### config.mk
export PLATFORM = sky130hd
export DESIGN_NAME = irq_encoder_8_3_flat
export DESIGN_NICKNAME = d
export VERILOG_FILES = /design/src/rtl/irq_enc_pkg.sv /design/src/rtl/irq_encoder_8_3_if.sv /design/src/rtl/sync_rise_det.sv /design/src/rtl/irq_encoder_8_3.sv /design/src/flat_wrapper.sv
export SDC_FILE = /design/constraint.sdc
export NUM_CORES = 1
export LEC_CHECK = 0
export ABC_AREA = 0
export BUFFER_PORTS_ARGS = -buffer_cell sky130_fd_sc_hd__buf_4
export CAP_MARGIN = 20
export CORE_ASPECT_RATIO = 0.6
export CORE_MARGIN = 3
export CORE_UTILIZATION = 48
export CTS_CLUSTER_DIAMETER = 200
export DETAILED_ROUTE_END_ITERATION = 10
export GPL_ROUTABILITY_DRIVEN = 0
export GPL_TIMING_DRIVEN = 0
export HOLD_SLACK_MARGIN = 0.02
export PLACE_DENSITY = 0.85
export SYNTH_ARGS = -nofsm -noshare
export SYNTH_HDL_FRONTEND = slang
export SYNTH_SLANG_ARGS = --single-unit
export TNS_END_PERCENT = 5
### constraint.sdc
create_clock -name Clk -period 1.5 [get_ports Clk]
set_input_delay 0.225 -clock Clk [delete_from_list [all_inputs] [get_ports Clk]]
set_output_delay 0.225 -clock Clk [all_outputs]
set_load 0.02 [all_outputs]
### src/rtl/irq_enc_pkg.sv
`default_nettype none
// +--------------------------------------------------------------------+
// | irq_enc_pkg : shared constants, FSM states and priority encoder    |
// | Rev 1.0                                                            |
// +--------------------------------------------------------------------+
package irq_enc_pkg;

  localparam int N_REQ  = 8;
  localparam int CODE_W = 3;

  typedef enum logic [0:0] {
    IDLE    = 1'b0,
    PRESENT = 1'b1
  } state_t;

  // Highest set bit wins; an all-zero input encodes to 0.
  function automatic logic [CODE_W-1:0] prio_enc8(input logic [N_REQ-1:0] v);
    logic [CODE_W-1:0] r;
    r = '0;
    for (int i = 0; i < N_REQ; i++) begin
      if (v[i]) r = CODE_W'(i);
    end
    return r;
  endfunction

endpackage
`default_nettype wire

### src/rtl/irq_encoder_8_3_if.sv
`default_nettype none
// +--------------------------------------------------------------------+
// | irq_encoder_8_3_if : request lines and code/valid/ready handshake  |
// | Rev 1.0                                                            |
// +--------------------------------------------------------------------+
interface irq_encoder_8_3_if;
  import irq_enc_pkg::*;

  logic [N_REQ-1:0]  Req;
  logic              Ready;
  logic [CODE_W-1:0] Code;
  logic              Valid;
  logic [N_REQ-1:0]  Pending;
  logic              Overflow;

  modport master (
    output Req,
    output Ready,
    input  Code,
    input  Valid,
    input  Pending,
    input  Overflow
  );

  modport slave (
    input  Req,
    input  Ready,
    output Code,
    output Valid,
    output Pending,
    output Overflow
  );
endinterface
`default_nettype wire

### src/rtl/sync_rise_det.sv
`default_nettype none
// +--------------------------------------------------------------------+
// | sync_rise_det : one-bit synchronizer with rising-edge pulse        |
// | Rev 1.0                                                            |
// +--------------------------------------------------------------------+
module sync_rise_det #(
  parameter int SYNC_STAGES = 2
) (
  input  logic Clk,
  input  logic Reset_n,
  input  logic i_async,
  output logic o_rise
);

  logic [SYNC_STAGES-1:0] r_sync;
  logic                   r_hist;

  // History clears to 0, so a line high across reset release yields one rise.
  always_ff @(posedge Clk or negedge Reset_n) begin
    if (!Reset_n) begin
      r_sync <= '0;
      r_hist <= 1'b0;
    end else begin
      r_sync <= {r_sync[SYNC_STAGES-2:0], i_async};
      r_hist <= r_sync[SYNC_STAGES-1];
    end
  end

  assign o_rise = r_sync[SYNC_STAGES-1] & ~r_hist;

endmodule
`default_nettype wire

### src/rtl/irq_encoder_8_3.sv
`default_nettype none
// +--------------------------------------------------------------------+
// | irq_encoder_8_3 : registered 8-to-3 priority encoder with pending  |
// | latch and valid/ready output. Rev 1.0                              |
// +--------------------------------------------------------------------+
module irq_encoder_8_3
  import irq_enc_pkg::*;
#(
  parameter int SYNC_STAGES = 2
) (
  input  logic                Clk,
  input  logic                Reset_n,
  irq_encoder_8_3_if.slave    bus
);

  logic [N_REQ-1:0]  w_rise;
  logic [N_REQ-1:0]  w_clr;
  logic [CODE_W-1:0] w_sel;
  logic              w_any;
  logic              w_load;

  state_t            r_state;
  logic [CODE_W-1:0] r_code;
  logic              r_valid;
  logic [N_REQ-1:0]  r_pending;
  logic              r_overflow;

  for (genvar gi = 0; gi < N_REQ; gi++) begin : g_req
    sync_rise_det #(
      .SYNC_STAGES (SYNC_STAGES)
    ) u_det (
      .Clk     (Clk),
      .Reset_n (Reset_n),
      .i_async (bus.Req[gi]),
      .o_rise  (w_rise[gi])
    );
  end

  // Only the registered pending set competes; same-cycle rises wait a cycle.
  assign w_sel  = prio_enc8(r_pending);
  assign w_any  = |r_pending;
  assign w_load = w_any && ((r_state == IDLE) || bus.Ready);
  assign w_clr  = w_load ? (N_REQ'(1) << w_sel) : '0;

  always_ff @(posedge Clk or negedge Reset_n) begin
    if (!Reset_n) begin
      r_state    <= IDLE;
      r_code     <= '0;
      r_valid    <= 1'b0;
      r_pending  <= '0;
      r_overflow <= 1'b0;
    end else begin
      // Set after clear: a rise on a bit being loaded keeps it pending.
      r_pending  <= (r_pending & ~w_clr) | w_rise;
      r_overflow <= |(w_rise & r_pending & ~w_clr);

      case (r_state)
        IDLE: begin
          if (w_any) begin
            r_code  <= w_sel;
            r_valid <= 1'b1;
            r_state <= PRESENT;
          end
        end
        PRESENT: begin
          if (bus.Ready) begin
            if (w_any) begin
              r_code <= w_sel;
            end else begin
              r_valid <= 1'b0;
              r_state <= IDLE;
            end
          end
        end
        default: begin
          r_valid <= 1'b0;
          r_state <= IDLE;
        end
      endcase
    end
  end

  assign bus.Code     = r_code;
  assign bus.Valid    = r_valid;
  assign bus.Pending  = r_pending;
  assign bus.Overflow = r_overflow;

endmodule
`default_nettype wire

### src/flat_wrapper.sv
// flat-port wrapper written by rule: the top's interface ports become plain ports
module irq_encoder_8_3_flat import irq_enc_pkg::*;
#(
  parameter int SYNC_STAGES = 2
)
  (Clk, Reset_n, bus_Req, bus_Ready, bus_Code, bus_Valid, bus_Pending, bus_Overflow);
  irq_encoder_8_3_if bus_i ();
  input  logic Clk;
  input  logic Reset_n;
  input wire logic [$bits(bus_i.Req)-1:0] bus_Req;
  input wire logic [$bits(bus_i.Ready)-1:0] bus_Ready;
  output wire logic [$bits(bus_i.Code)-1:0] bus_Code;
  output wire logic [$bits(bus_i.Valid)-1:0] bus_Valid;
  output wire logic [$bits(bus_i.Pending)-1:0] bus_Pending;
  output wire logic [$bits(bus_i.Overflow)-1:0] bus_Overflow;
  assign bus_i.Req = bus_Req;
  assign bus_i.Ready = bus_Ready;
  assign bus_Code = bus_i.Code;
  assign bus_Valid = bus_i.Valid;
  assign bus_Pending = bus_i.Pending;
  assign bus_Overflow = bus_i.Overflow;
  irq_encoder_8_3 #(.SYNC_STAGES(SYNC_STAGES)) u_core (.Clk(Clk), .Reset_n(Reset_n), .bus(bus_i));
endmodule
# --- After elaboration in Yosys (flattened, before gate mapping) ---
# Cells that the tools add are included.
word_totals:
  register_bits: 38
  inputBits: 11
  wordCells: 70
classes:
  n_eq_ne: 3
  shift: 1
  muxes: 18
  n_bitwise: 22
  n_reduce_logical: 5
ops:
  columns: ["operator", "n"]
  rows:
  - ["8-bit bitwise AND", 3]
  - ["3-bit 2-to-1 mux", 8]
  - ["8-bit OR reduction", 2]
  - ["1-bit inverter", 9]
  - ["1-bit bitwise AND", 8]
  - ["8-bit 2-to-1 mux", 1]
  - ["8-bit inverter", 1]
  - ["8-bit bitwise OR", 1]
  - ["1-bit by 3-bit << shifter with 8-bit output (first input constant)", 1]
  - ["1-bit 2-to-1 mux", 6]
  - ["3-bit one-hot mux with 2 select lines", 1]
  - ["2-bit inequality test (second input constant)", 2]
  - ["1-bit one-hot mux with 2 select lines", 2]
  - ["3-bit AND reduction", 1]
  - ["2-bit by 1-bit inequality test with 1-bit output (second input constant)", 1]
  - ["1-bit logical AND", 1]
  - ["1-bit logical OR", 1]

# --- Logic depth before layout (Yosys ltp) ---
depth:
  word_depth: 12
  ltp_mapped: 4
  mapped_depth_nobuf: 4

# --- Hierarchy ---
# From an unflattened synthesis, not the netlist that was laid out.
unflattened:
  hier_cells: 98
  hier_area_um2: 1391.3
by_module_without_submodules:
  columns: ["module", "instances", "cells_each", "area_per_inst_um2", "seq_area_each_um2"]
  rows:
  - ["sync_rise_det", 8, 4, 88.8, 75.1]
  - ["irq_encoder_8_3", 1, 66, 680.7, 350.3]

# --- Least setup slack after synthesis ---
# Ideal clock, no wire load.
synth_path:
  kind: "register to register"
  startpoint: "reg u_core.r_pending[7], in the netlist u_core.bus.Pending[7]"
  endpoint: "reg u_core.r_overflow, in the netlist u_core.bus.Overflow"
  setup_ns: 0.138
  arrival_ns: 1.474
  t_required_ns: 1.362
  setup_slack_ns: -0.112
  stages_incl_launch_ff: 5
  period_less_slack_ns: 1.612
  cell_sequence: "dfrtp_1 > nor4_4 > nand2_2 > a2111oi_0 > nand4_1"
synth_via:
  elab_chain_len: 6
synth_lines:
  columns: ["item", "line", "source"]
  rows:
  - ["start: declaration", "irq_encoder_8_3.sv:25", "logic [N_REQ-1:0] r_pending;"]
  - ["start signal: assignment", "irq_encoder_8_3.sv:54", "r_pending <= (r_pending & ~w_clr) | w_rise;"]
  - ["8-bit OR reduction / 3-bit 2-to-1 mux (equally long branches)", "irq_encoder_8_3.sv:41, irq_enc_pkg.sv:21", null]
  - ["1-bit logical AND / 1-bit by 3-bit << shifter with 8-bit output (equally long branches)", "irq_encoder_8_3.sv:42, irq_encoder_8_3.sv:43", null]
  - ["8-bit 2-to-1 mux", "irq_encoder_8_3.sv:43", "assign w_clr = w_load ? (N_REQ'(1) << w_sel) : '0;"]
  - ["8-bit inverter", "irq_encoder_8_3.sv:55", "r_overflow <= |(w_rise & r_pending & ~w_clr);"]
  - ["8-bit bitwise AND *", "irq_encoder_8_3.sv:55", null]
  - ["8-bit OR reduction *", "irq_encoder_8_3.sv:55", null]
  - ["end signal: assignment", "irq_encoder_8_3.sv:55", null]
  - ["end: declaration", "irq_encoder_8_3.sv:26", "logic r_overflow;"]
# Mark *: on every way between the ends. The rest lies on a longest branch, timed or not.
# A chain may end at the register's enable or synchronous reset.

# --- Worst setup path after layout ---
# Same ends and word-level chain as after synthesis.

==> flow_summary_export.csv <==
group,metric,value,unit
pwr,static-leakage-power,0.7986,nW
pwr,intPower,1.561,mW
global_route,global_routing_usage_summed_across_all_routing_layers,15.75,%
synthesis,synth.mux.area_fraction,0,%
sta,fin_ws,-0.1034,ns
sta,grt_setup_unrepaired,"yes",
setup_path,crit_path_end_kind,"flip-flop",
clocking,clock_sinks,38,
clocking,number_of_cts_inserted_buffers,5,
cells_and_area,finalNonFillerCells,175,
sta,timing_hold_violations_final,0,
synthesis,synth_area_leader_cell,"sky130_fd_sc_hd__dfrtp_1",
global_route,antenna_violations_before_repair,0,
synthesis,synthMostInstantiatedCell,"sky130_fd_sc_hd__dfrtp_1",
clocking,cts_root_buf,"sky130_fd_sc_hd__clkbuf_8",
pwr,power.share.sequential,55.2,%
pwr,power_switching_share,24.45,%
sta,worst-slew-pin-transition,0.4545,ns
cells_and_area,final_core_util,67.06,%
floorplanning,ios,24,
clocking,clk_pin_slew,0.07,ns
setup_path,critical_path.max_fanout,6,
floorplanning,core-area,0.002575,mm2
clocking,clk-insertion-delay-late,0.29,ns
synthesis,ys_seq_area_share,71.56,%
synthesis,synth.ff_latch_count,38,
global_route,grt_max_degree,39,
setup_path,crit_arrival,1.73,ns
cells_and_area,num-nets-final,153,
setup_path,worst_endpoint_required_time,1.63,ns
sta,timing.final.setup_violations,2,
hold_path,timing.hold.worst.class,"input port to flip-flop",
pwr,comb_power_share,10.9,%
synthesis,ys_top_cells_by_count,"sky130_fd_sc_hd__dfrtp_1, sky130_fd_sc_hd__o21ai_0, sky130_fd_sc_hd__inv_1",
synthesis,synth_enable_flop_cells,0,
clocking,tritoncts_clock_tree,"yes",
synthesis,post_synth_fa_ha_maj_area_fraction,0,%
cells_and_area,num-fill-cells,181,
sta,fin_setup_tns,-0.1638,ns
synthesis,synthesized_area,0.001329,mm2
route,vias_per_cell,5.383,
clocking,clock_tree.buffer_depth,2,
route,ant_nets,0,
synthesis,post_synth_xor_area_fraction,0,%
floorplanning,initial_core_util,51.60,%
run_status,violations,"negative setup slack",
run,max-cap-violations,0,
synthesis,syn_avg_cell_area,12.65,um2
cells_and_area,final_cell_area,0.001727,mm2
sta,final_max_slew_viol_count,0,
route,detailroute.via_count,942,
pwr,maximum_vdd_drop,766.7,uV
place,input_output_buffers,23,
route,drtIter0Drc,78,
synthesis,synth-async-reset-ratio,100.0,%
global_route,overflow,0,
cells_and_area,drive_above_1_share,32.17,%
floorplanning,fp-row-count,14,
route,finalWirelength,2536,um
global_route,first_global_vias,806,
cells_and_area,flow.area_growth_from_synthesis,29.94,%
place,detailed_place_hpwl,1594,um
sta,layout_min_cycle_time,1.603,ns
synthesis,dominant_synthesized_flop_cell,"sky130_fd_sc_hd__dfrtp_1",
synthesis,synth.top_cell.area_share,71.56,%
route,drc,0,
place,placedCellCount,160,
synthesis,synth_warnings,0,
floorplanning,die_area,0.003456,mm2
global_route,grt_pass1_wl,3801,um
synthesis,syn_inst,105,
floorplanning,die_x,73.93,um
setup_path,timing_worst_setup_path_type,"flip-flop to flip-flop",
synthesis,number_of_distinct_library_cells_after_synthesis,26,
sta,clock.fmax,623.7,MHz
synthesis,mappedNetlistNets,116,
synthesis,yosys-top-cells-area,"sky130_fd_sc_hd__dfrtp_1, sky130_fd_sc_hd__o21ai_0, sky130_fd_sc_hd__inv_1",
cells_and_area,diodes,0,
sta,fin_skew,0.005573,ns
clocking,htree_levels,2,
place,detailed_place.area,0.001545,mm2
synthesis,dominant_combinational_cell_family_by_area_after_synthesis,"compound AO/OA/AOI/OAI gates",
pwr,power.net_switching,0.5053,mW
sta,relSlewSlack,69.70,%
synthesis,simple_logic_cell_fraction_of_the_synthesized_area,12.62,%
setup_path,start_kind,"flip-flop",
route,drt-pass1-iter-count,4,
pwr,relative_contribution_of_the_clock_network_to_total_power,33.9,%
route,routed_wire_length_per_instance,14.49,um
run_status,run_status,"complete, but fails checks",
pwr,power.density,1197,mW/mm2
sta,post-route-period-util,106.9,%
floorplanning,die_height,46.76,um
synthesis,fraction_of_the_mapped_netlist_area_in_compound_gates,12.71,%
==> repair_timing <==
action	in CTS	in global routing
pin swaps	1	2
endpoints found under the setup margin	4	4
setup buffers	1	5
endpoints found under the hold margin	38	0
resized for setup	2	4
hold buffers	1	0
==> state kept, by name, summed over array words and instances (netlist names) <==
register                   count
u_core.g_req.u_det.r_hist      8
u_core.bus.Valid               1
u_core.bus.Overflow            1
u_core.g_req.u_det.r_sync     16
u_core.r_state                 1
u_core.bus.Pending             8
u_core.bus.Code                3
==> area by class of cell <==
type	instances	area (um2)	area share, %
Clock buffer	7	86.33	5.000
Clock inverter	1	5.005	0.2899
Inverter	11	41.29	2.391
Multi-Input combinational cell	56	370.4	21.45
Sequential cell	38	955.9	55.36
Tap cell	32	40.04	2.319
Timing Repair Buffer	30	227.7	13.19
==> worst max-delay path, stage by stage, from the launching register on <==
cell and delay [ns]:
sky130_fd_sc_hd__dfrtp_2 0.46, sky130_fd_sc_hd__nor4_4 0.34, sky130_fd_sc_hd__nand2_2 0.15, sky130_fd_sc_hd__a2111oi_4 0.32
sky130_fd_sc_hd__nand4_1 0.18
==> power groups by stage <==
stage	sequential, mW	clock (mW)	combinational (mW)
after floorplan	1.18	0	0.0638
after global placement	1.16	0	0.189
after detailed placement	1.16	0	0.193
after CTS	1.14	0.711	0.196
after global routing	1.15	0.761	0.247
final	1.14	0.700	0.226
==> routing by layer <==
metal	up-vias	GRT usage (%)	part of all wire (%)
li1	442	-	-
met1	464	21.06	45
met2	29	22.01	47
met3	7	6.624	6.7
met4	0	8.664	1.7
met5	-	0	0
==> stage by stage <==
step | worst slack, ns | hold slack, ns | total power, mW
finish | -0.1034 | 0.03831 | 2.066
global route | -0.1463 | 0.02402 | 2.155
CTS | -0.06876 | 0.03616 | 2.049
detailed placement | -0.2106 | 0.2087 | 1.354
global placement | -0.1740 | 0.2010 | 1.344
floorplan | -0.06402 | -0.07059 | 1.245
==> path summary, 6_finish.rpt <==
check | start | endpoint | slack (ns) | cells past startpoint
worst max-delay path | u_core.bus.Pending[7] | u_core.bus.Overflow | -0.10 | 4
worst min-delay path | bus_Req[0] | u_core.g_req[0].u_det.r_sync[0] | 0.04 | 1
worst max register to register | u_core.bus.Pending[7] | u_core.bus.Overflow | -0.10 | 4
worst min register to register | u_core.g_req[6].u_det.r_sync[0] | u_core.g_req[6].u_det.r_sync[1] | 0.34 | 0
max in group asynchronous | Reset_n | u_core.bus.Pending[7] | 0.72 | 2
min in group asynchronous | Reset_n | u_core.bus.Valid | 0.43 | 2
==> placed cells by master, fill, tap and decap left out <==
| master | netlist | final |
|---|---|---|
| sky130_fd_sc_hd__nor3_1 | 1 | 1 |
| sky130_fd_sc_hd__dfrtp_2 | 0 | 4 |
| sky130_fd_sc_hd__a22o_1 | 1 | 1 |
| sky130_fd_sc_hd__nand2_2 | 1 | 1 |
| sky130_fd_sc_hd__nand4b_1 | 1 | 1 |
| sky130_fd_sc_hd__a21oi_1 | 7 | 7 |
| sky130_fd_sc_hd__nand2_1 | 7 | 7 |
| sky130_fd_sc_hd__or3_1 | 1 | 1 |
| sky130_fd_sc_hd__nand3_1 | 1 | 1 |
| sky130_fd_sc_hd__clkbuf_8 | 0 | 6 |
| sky130_fd_sc_hd__inv_1 | 11 | 11 |
| sky130_fd_sc_hd__o21bai_1 | 1 | 1 |
| sky130_fd_sc_hd__nor2b_1 | 2 | 2 |
| sky130_fd_sc_hd__clkinv_2 | 0 | 1 |
| sky130_fd_sc_hd__nand2b_1 | 3 | 3 |
| sky130_fd_sc_hd__a31oi_1 | 2 | 2 |
| sky130_fd_sc_hd__dlygate4sd3_1 | 0 | 1 |
| sky130_fd_sc_hd__o2111ai_1 | 1 | 1 |
| sky130_fd_sc_hd__nor2_1 | 4 | 4 |
| sky130_fd_sc_hd__a32o_1 | 1 | 1 |
| sky130_fd_sc_hd__a2111oi_4 | 0 | 1 |
| sky130_fd_sc_hd__nand3b_1 | 2 | 2 |
| sky130_fd_sc_hd__buf_4 | 0 | 29 |
| sky130_fd_sc_hd__a31o_2 | 1 | 1 |
| sky130_fd_sc_hd__nor4_4 | 1 | 2 |
| sky130_fd_sc_hd__a21o_2 | 1 | 1 |
| sky130_fd_sc_hd__and3b_1 | 1 | 1 |
| sky130_fd_sc_hd__nand4_1 | 2 | 2 |
| sky130_fd_sc_hd__o21ai_0 | 12 | 12 |
| sky130_fd_sc_hd__clkbuf_1 | 0 | 1 |
| sky130_fd_sc_hd__dfrtp_1 | 38 | 34 |
==> logic make-up after synthesis <==
kind of cell,after synthesis
AND/OR/NAND/NOR,28
AO/OA/AOI/OAI,28
flip-flops,38
buffers and inverters,11
Note: power is estimated with default switching activity, not from simulation.
